$ cat src/rtl/stopwatch_core.sv
// mm:ss stopwatch core: slow-clock tick counting, run/stop/adjust FSM.
// Optional blinking of the adjusted field: define STOPWATCH_BLINK_EN.
module stopwatch_core #(
  parameter int TICKS_PER_SEC = 4
) (
  input  logic       clk,
  input  logic       rst_n,
  input  logic       slow_clk,
  input  logic       btn_pause,
  input  logic       btn_clear,
  input  logic       adj,
  input  logic       sel,
  output logic [3:0] min_tens,
  output logic [3:0] min_ones,
  output logic [3:0] sec_tens,
  output logic [3:0] sec_ones,
  output logic       running,
  output logic       blink
);

  typedef enum logic [1:0] {
    STOP   = 2'd0,
    RUN    = 2'd1,
    ADJUST = 2'd2
  } state_t;

  localparam logic [3:0] SUB_MAX = 4'(TICKS_PER_SEC - 1);

  state_t     state_q;
  logic       running_q;
  logic       slow_s1_q, slow_s2_q, slow_d_q;
  logic       pause_s1_q, pause_s2_q, pause_d_q;
  logic       clr_s1_q, clr_s2_q;
  logic [3:0] sub_q;
  logic       stick_q;
  logic [3:0] min_tens_q, min_ones_q, sec_tens_q, sec_ones_q;
  logic [3:0] min_tens_d, min_ones_d, sec_tens_d, sec_ones_d;
  logic [8:0] sec_r, min_r;
  logic       clr, qtick, pedge, mode_chg, pause_go, inc;

  // Two-digit BCD increment 00..59, returns {carry, tens, ones}
  function automatic logic [8:0] inc2(input logic [3:0] t,
                                      input logic [3:0] o);
    logic [8:0] r;
    if (o >= 4'd9) begin
      if (t >= 4'd5) r = {1'b1, 4'd0, 4'd0};
      else           r = {1'b0, t + 4'd1, 4'd0};
    end else begin
      r = {1'b0, t, o + 4'd1};
    end
    return r;
  endfunction

  assign clr      = clr_s2_q;
  assign qtick    = slow_s2_q & ~slow_d_q;
  assign pedge    = pause_s2_q & ~pause_d_q;
  assign mode_chg = adj ? (state_q != ADJUST) : (state_q == ADJUST);
  assign pause_go = pedge & ~adj & (state_q != ADJUST);
  assign inc      = stick_q & ~clr & ~mode_chg & ~pause_go
                  & (state_q != STOP);
  assign sec_r    = inc2(sec_tens_q, sec_ones_q);
  assign min_r    = inc2(min_tens_q, min_ones_q);

  // Synchronizers, edge flops, sub-second counter and stick pulse
  always_ff @(posedge clk) begin
    if (!rst_n) begin
      slow_s1_q  <= 1'b0;
      slow_s2_q  <= 1'b0;
      slow_d_q   <= 1'b0;
      pause_s1_q <= 1'b0;
      pause_s2_q <= 1'b0;
      pause_d_q  <= 1'b0;
      clr_s1_q   <= 1'b0;
      clr_s2_q   <= 1'b0;
      sub_q      <= 4'd0;
      stick_q    <= 1'b0;
    end else begin
      slow_s1_q  <= slow_clk;
      slow_s2_q  <= slow_s1_q;
      slow_d_q   <= slow_s2_q;
      pause_s1_q <= btn_pause;
      pause_s2_q <= pause_s1_q;
      pause_d_q  <= pause_s2_q;
      clr_s1_q   <= btn_clear;
      clr_s2_q   <= clr_s1_q;
      stick_q    <= 1'b0;
      if (clr) begin
        sub_q <= 4'd0;
      end else if (qtick) begin
        if (sub_q >= SUB_MAX) begin
          sub_q   <= 4'd0;
          stick_q <= 1'b1;
        end else begin
          sub_q <= sub_q + 4'd1;
        end
      end
    end
  end

  // Next time value: clear, full carry chain in RUN, one field in ADJUST
  always_comb begin
    min_tens_d = min_tens_q;
    min_ones_d = min_ones_q;
    sec_tens_d = sec_tens_q;
    sec_ones_d = sec_ones_q;
    if (clr) begin
      min_tens_d = 4'd0;
      min_ones_d = 4'd0;
      sec_tens_d = 4'd0;
      sec_ones_d = 4'd0;
    end else if (inc) begin
      unique case (1'b1)
        (state_q == RUN): begin
          {sec_tens_d, sec_ones_d} = sec_r[7:0];
          if (sec_r[8]) {min_tens_d, min_ones_d} = min_r[7:0];
        end
        (state_q == ADJUST && sel):
          {min_tens_d, min_ones_d} = min_r[7:0];
        (state_q == ADJUST && !sel):
          {sec_tens_d, sec_ones_d} = sec_r[7:0];
        default: ;
      endcase
    end
  end

  // Time digit registers
  always_ff @(posedge clk) begin
    if (!rst_n) begin
      min_tens_q <= 4'd0;
      min_ones_q <= 4'd0;
      sec_tens_q <= 4'd0;
      sec_ones_q <= 4'd0;
    end else begin
      min_tens_q <= min_tens_d;
      min_ones_q <= min_ones_d;
      sec_tens_q <= sec_tens_d;
      sec_ones_q <= sec_ones_d;
    end
  end

`ifdef STOPWATCH_BLINK_EN
  logic blink_q;
`endif

  // Mode FSM with registered running and blink outputs
  always_ff @(posedge clk) begin
    if (!rst_n) begin
      state_q   <= STOP;
      running_q <= 1'b0;
`ifdef STOPWATCH_BLINK_EN
      blink_q   <= 1'b1;
`endif
    end else begin
      if (!clr) begin
        if (mode_chg) begin
          state_q   <= adj ? ADJUST : STOP;
          running_q <= 1'b0;
        end else if (pause_go) begin
          state_q   <= (state_q == STOP) ? RUN : STOP;
          running_q <= (state_q == STOP);
        end
      end
`ifdef STOPWATCH_BLINK_EN
      if (state_q != ADJUST)
        blink_q <= 1'b1;
      else if (qtick && !sub_q[0])
        blink_q <= ~blink_q;
`endif
    end
  end

  assign min_tens = min_tens_q;
  assign min_ones = min_ones_q;
  assign sec_tens = sec_tens_q;
  assign sec_ones = sec_ones_q;
  assign running  = running_q;
`ifdef STOPWATCH_BLINK_EN
  assign blink    = blink_q;
`else
  assign blink    = 1'b1;
`endif

endmodule

$ cat config.mk
export PLATFORM = sky130hd
export DESIGN_NAME = stopwatch_core
export DESIGN_NICKNAME = d
export VERILOG_FILES = /design/src/rtl/stopwatch_core.sv
export SDC_FILE = /design/constraint.sdc
export NUM_CORES = 1
export LEC_CHECK = 0
export CAP_MARGIN = 5
export CELL_PAD_IN_SITES_DETAIL_PLACEMENT = 0
export CELL_PAD_IN_SITES_GLOBAL_PLACEMENT = 2
export CORE_ASPECT_RATIO = 0.9
export CORE_MARGIN = 2
export CORE_UTILIZATION = 29
export DETAILED_ROUTE_END_ITERATION = 6
export PLACE_DENSITY = 0.84
export SETUP_SLACK_MARGIN = 0.5
export SLEW_MARGIN = 0
export SYNTH_ARGS = -nofsm -noshare
export SYNTH_HDL_FRONTEND = slang
export SYNTH_SLANG_ARGS = --single-unit
export TNS_END_PERCENT = 30
$ cat constraint.sdc
create_clock -name clk -period 2 [get_ports clk]
set_clock_uncertainty 0.2 [all_clocks]
set_input_delay 0.2 -clock clk [delete_from_list [all_inputs] [get_ports clk]]
set_output_delay 0.2 -clock clk [all_outputs]
set_load 0.02 [all_outputs]
==> metrics <==
data arrival time of the worst path=2.02 ns; number of diodes=0; Sink Count=31; synthesized flop and latch total=31; WP data required=2.02 ns; post-synthesis simple-gate area fraction=24.7%; Warnings, synthesis=0; Max Root-Sink Buffers=2; final WL=3.46 mm; initial antenna violation count=0; Final #Nets=244; chip width=80.9 um; period utilization=100%; adder and majority gate portion of the synthesized area=11.3%; All-Layer GR Usage=12.7%; Synth Area in Compound Gates=15.6%; Worst-Skew Late Latency=0.28 ns; TritonRoute pass-1 iters=4; port bufs=23; FFs w/ async S/R, synth=0%; failing checks=setup timing; Mean Syn Cell Area=9.25 um^2; antenna-violating nets left=0; DR vias=1331; Fmax=500 MHz; Die Span Y=73.2 um; Final Power=1.25 mW; most frequent cell on the critical path=inv_2; Worst setup SP type=flop; Detailed Route Iter0 Violations=65; Final GP Congestion=0.743; PnR worst setup slack=-0.00152 ns; DIE AREA=5920 um^2; clock-pin slew on the worst setup and hold paths=0.07 ns; dpl ws=-0.222 ns; # hold bufs at CTS=0; DRC=0; Slowest cell on crit path=or4b_1; WP buf/inv=2; P_leak=0.961 nW; EDFF count, synth=0; RSZ-0062 raised after global routing=true; Synth Cell Area=1540 um^2; Critical Path Sink Type=flop; vias in the first global route=1215; Fillers=536; mux share of post-synthesis cell area=3.24%; endpoints failing setup=1; first-pass GRT wire length=5.64 mm; CP delay by family, top=simple AND/OR/NAND/NOR gates; Slew Limit Fails=0; Synth cell types=47; prevailing post-synth register cell=dfxtp_1; combinational family with the most area after synthesis=simple AND/OR/NAND/NOR gates; via-per-instance ratio=4.59; synthesized instance count=167; CTS tree=built; max capacitance violation total=0; routed length per instance=11.9 um; CTS root buf=clkbuf_8; commonest non-fill, non-tap cells in the layout=26 x buf_4, 25 x dfxtp_1, 14 x nor2_1; Post-Synth XOR/XNOR Area=0.567%; Crit Path Max Fanout=6; pwr dens=562 nW/um^2; Hold Path Class=reg -> reg; row cnt=25; Worst VDD drop=0.000391 V; sequential-to-total area share from yosys stat=40.2%; remaining global-route overflow=0; min Tclk post-route=2.00 ns; Final Hold Violating Endpoints=0; crit path cell chain=nor2b_4 > inv_2 > ha_4 > inv_2 > a31oi_4 > nand2_4 > or4b_1 > a21oi_1; Initial Util=29.7%; ratio of cells with drive above 1 in the final layout=31.8%; outcome=complete, but fails checks; post-DP HPWL=2.36 mm; # H-tree levels=2; syn nets=188; worst stage delay on the critical path=0.47 ns; Placeable Area=5190 um^2; clock buffers created by TritonCTS=5; most common cell after layout, fill and taps aside=buf_4; area delta synth->final=44.4%; largest net degree at the start of global routing=14; crit path kind=reg -> reg; Top-Level Pins=25
[where the power goes]
part	leakage (nW)	internal [mW]	total (mW)	switching, mW
logic	0.668	0.0780	0.158	0.0798
registers	0.255	0.628	0.635	0.00739
clock network	0.0383	0.239	0.459	0.220
[worst reg2reg max path: cells and delay by family (launching register included)]
| family | cells | cell delay [ns] |
|---|---|---|
| compound gates | 2 | 0.34 |
| simple gates | 3 | 0.71 |
| flops | 1 | 0.33 |
| buf+inv | 2 | 0.09 |
| fa+ha+maj | 1 | 0.26 |
[timing repair]
action,4_1_cts,5_1_grt
pin swaps,7,10
setup endpoints to repair,37,27
gates cloned,1,0
buffers inserted,5,5
resized for setup,28,26
[per-stage QoR]
step	setup TNS, ns	std cells	hold slack (ns)	cell area (um^2)	utilization [%]
after CTS	-0.0266	285	0.231	2160	41.5
after floorplan	-0.0326	167	0.127	1580	-
final	-0.00152	290	0.232	2230	42.9
after detailed placement	-2.23	272	0.217	2010	38.7
after global placement	-1.97	272	0.214	2010	38.7
after global routing	-0.577	290	0.258	2230	42.9
[logic make-up (layout without fill, tap and decap cells)]
family,count (synthesis),in the layout
AOI/OAI and AO/OA,33,34
xor gates and xnor gates,1,1
adders and majority gates,14,14
buffers and inverters,15,70
DFF,31,31
muxes,5,5
other,1,1
and+or+nand+nor,67,67
[synthesized netlist by cell type (2+ instances only)]
| master | instances | area (um^2) |
|---|---|---|
| a21boi_0 | 3 | 22.5 |
| a21oi_1 | 8 | 40.0 |
| a32o_1 | 2 | 20.0 |
| and2_1 | 8 | 50.1 |
| and3_1 | 3 | 18.8 |
| buf_4 | 2 | 15.0 |
| clkbuf_1 | 2 | 7.51 |
| dfxtp_1 | 31 | 621 |
| ha_1 | 14 | 175 |
| inv_1 | 10 | 37.5 |
| mux2i_1 | 5 | 50.1 |
| nand2_1 | 10 | 37.5 |
| nand2b_1 | 5 | 31.3 |
| nand3_1 | 6 | 30.0 |
| nor2_1 | 15 | 56.3 |
| nor2b_1 | 2 | 12.5 |
| nor3_1 | 5 | 25.0 |
| o21ai_0 | 7 | 35.0 |
[metal layers]
metal  up-vias  wire, um  share of wire (%)  track usage, %
li1        693         -                  -               -
met1       610      1740                 50            16.9
met2        24      1530                 44            18.5
met3         4       158                4.6            4.95
met4         0        25               0.72            4.52
met5         -         0                  0               0
[flip-flops by register name, summed over array words and instances, names as in the netlist]
| register | cells |
|---|---|
| min_ones | 4 |
| pause_s2_q | 1 |
| sec_tens | 4 |
| slow_s2_q | 1 |
| clr_s1_q | 1 |
| sec_ones | 4 |
| state_q | 2 |
| sub_q | 4 |
| pause_d_q | 1 |
| slow_s1_q | 1 |
| slow_d_q | 1 |
| stick_q | 1 |
| clr | 1 |
| pause_s1_q | 1 |
| min_tens | 4 |
[layout make-up]
type | count | area (um^2) | share of cell area (%)
tap | 67 | 83.8 | 3.76
multi-input combinational | 122 | 971 | 43.5
timing repair buffer | 52 | 422 | 18.9
inverter | 11 | 41.3 | 1.85
clock buffer | 7 | 76.3 | 3.42
sequential | 31 | 636 | 28.5
[final timing paths]
path | start | endpoint | slack [ns] | cells past startpoint
min | clr_s1_q$_SDFF_PN0_ | clr$_SDFF_PN0_ | 0.23 | 1
min reg2reg | clr_s1_q$_SDFF_PN0_ | clr$_SDFF_PN0_ | 0.23 | 1
max reg2reg | state_q[1]$_SDFFE_PN0P_ | min_ones[1]$_SDFFE_PP0P_ | -0.002 | 8
max | state_q[1]$_SDFFE_PN0P_ | min_ones[1]$_SDFFE_PP0P_ | -0.002 | 8
Power figures use the tool's default switching activity.
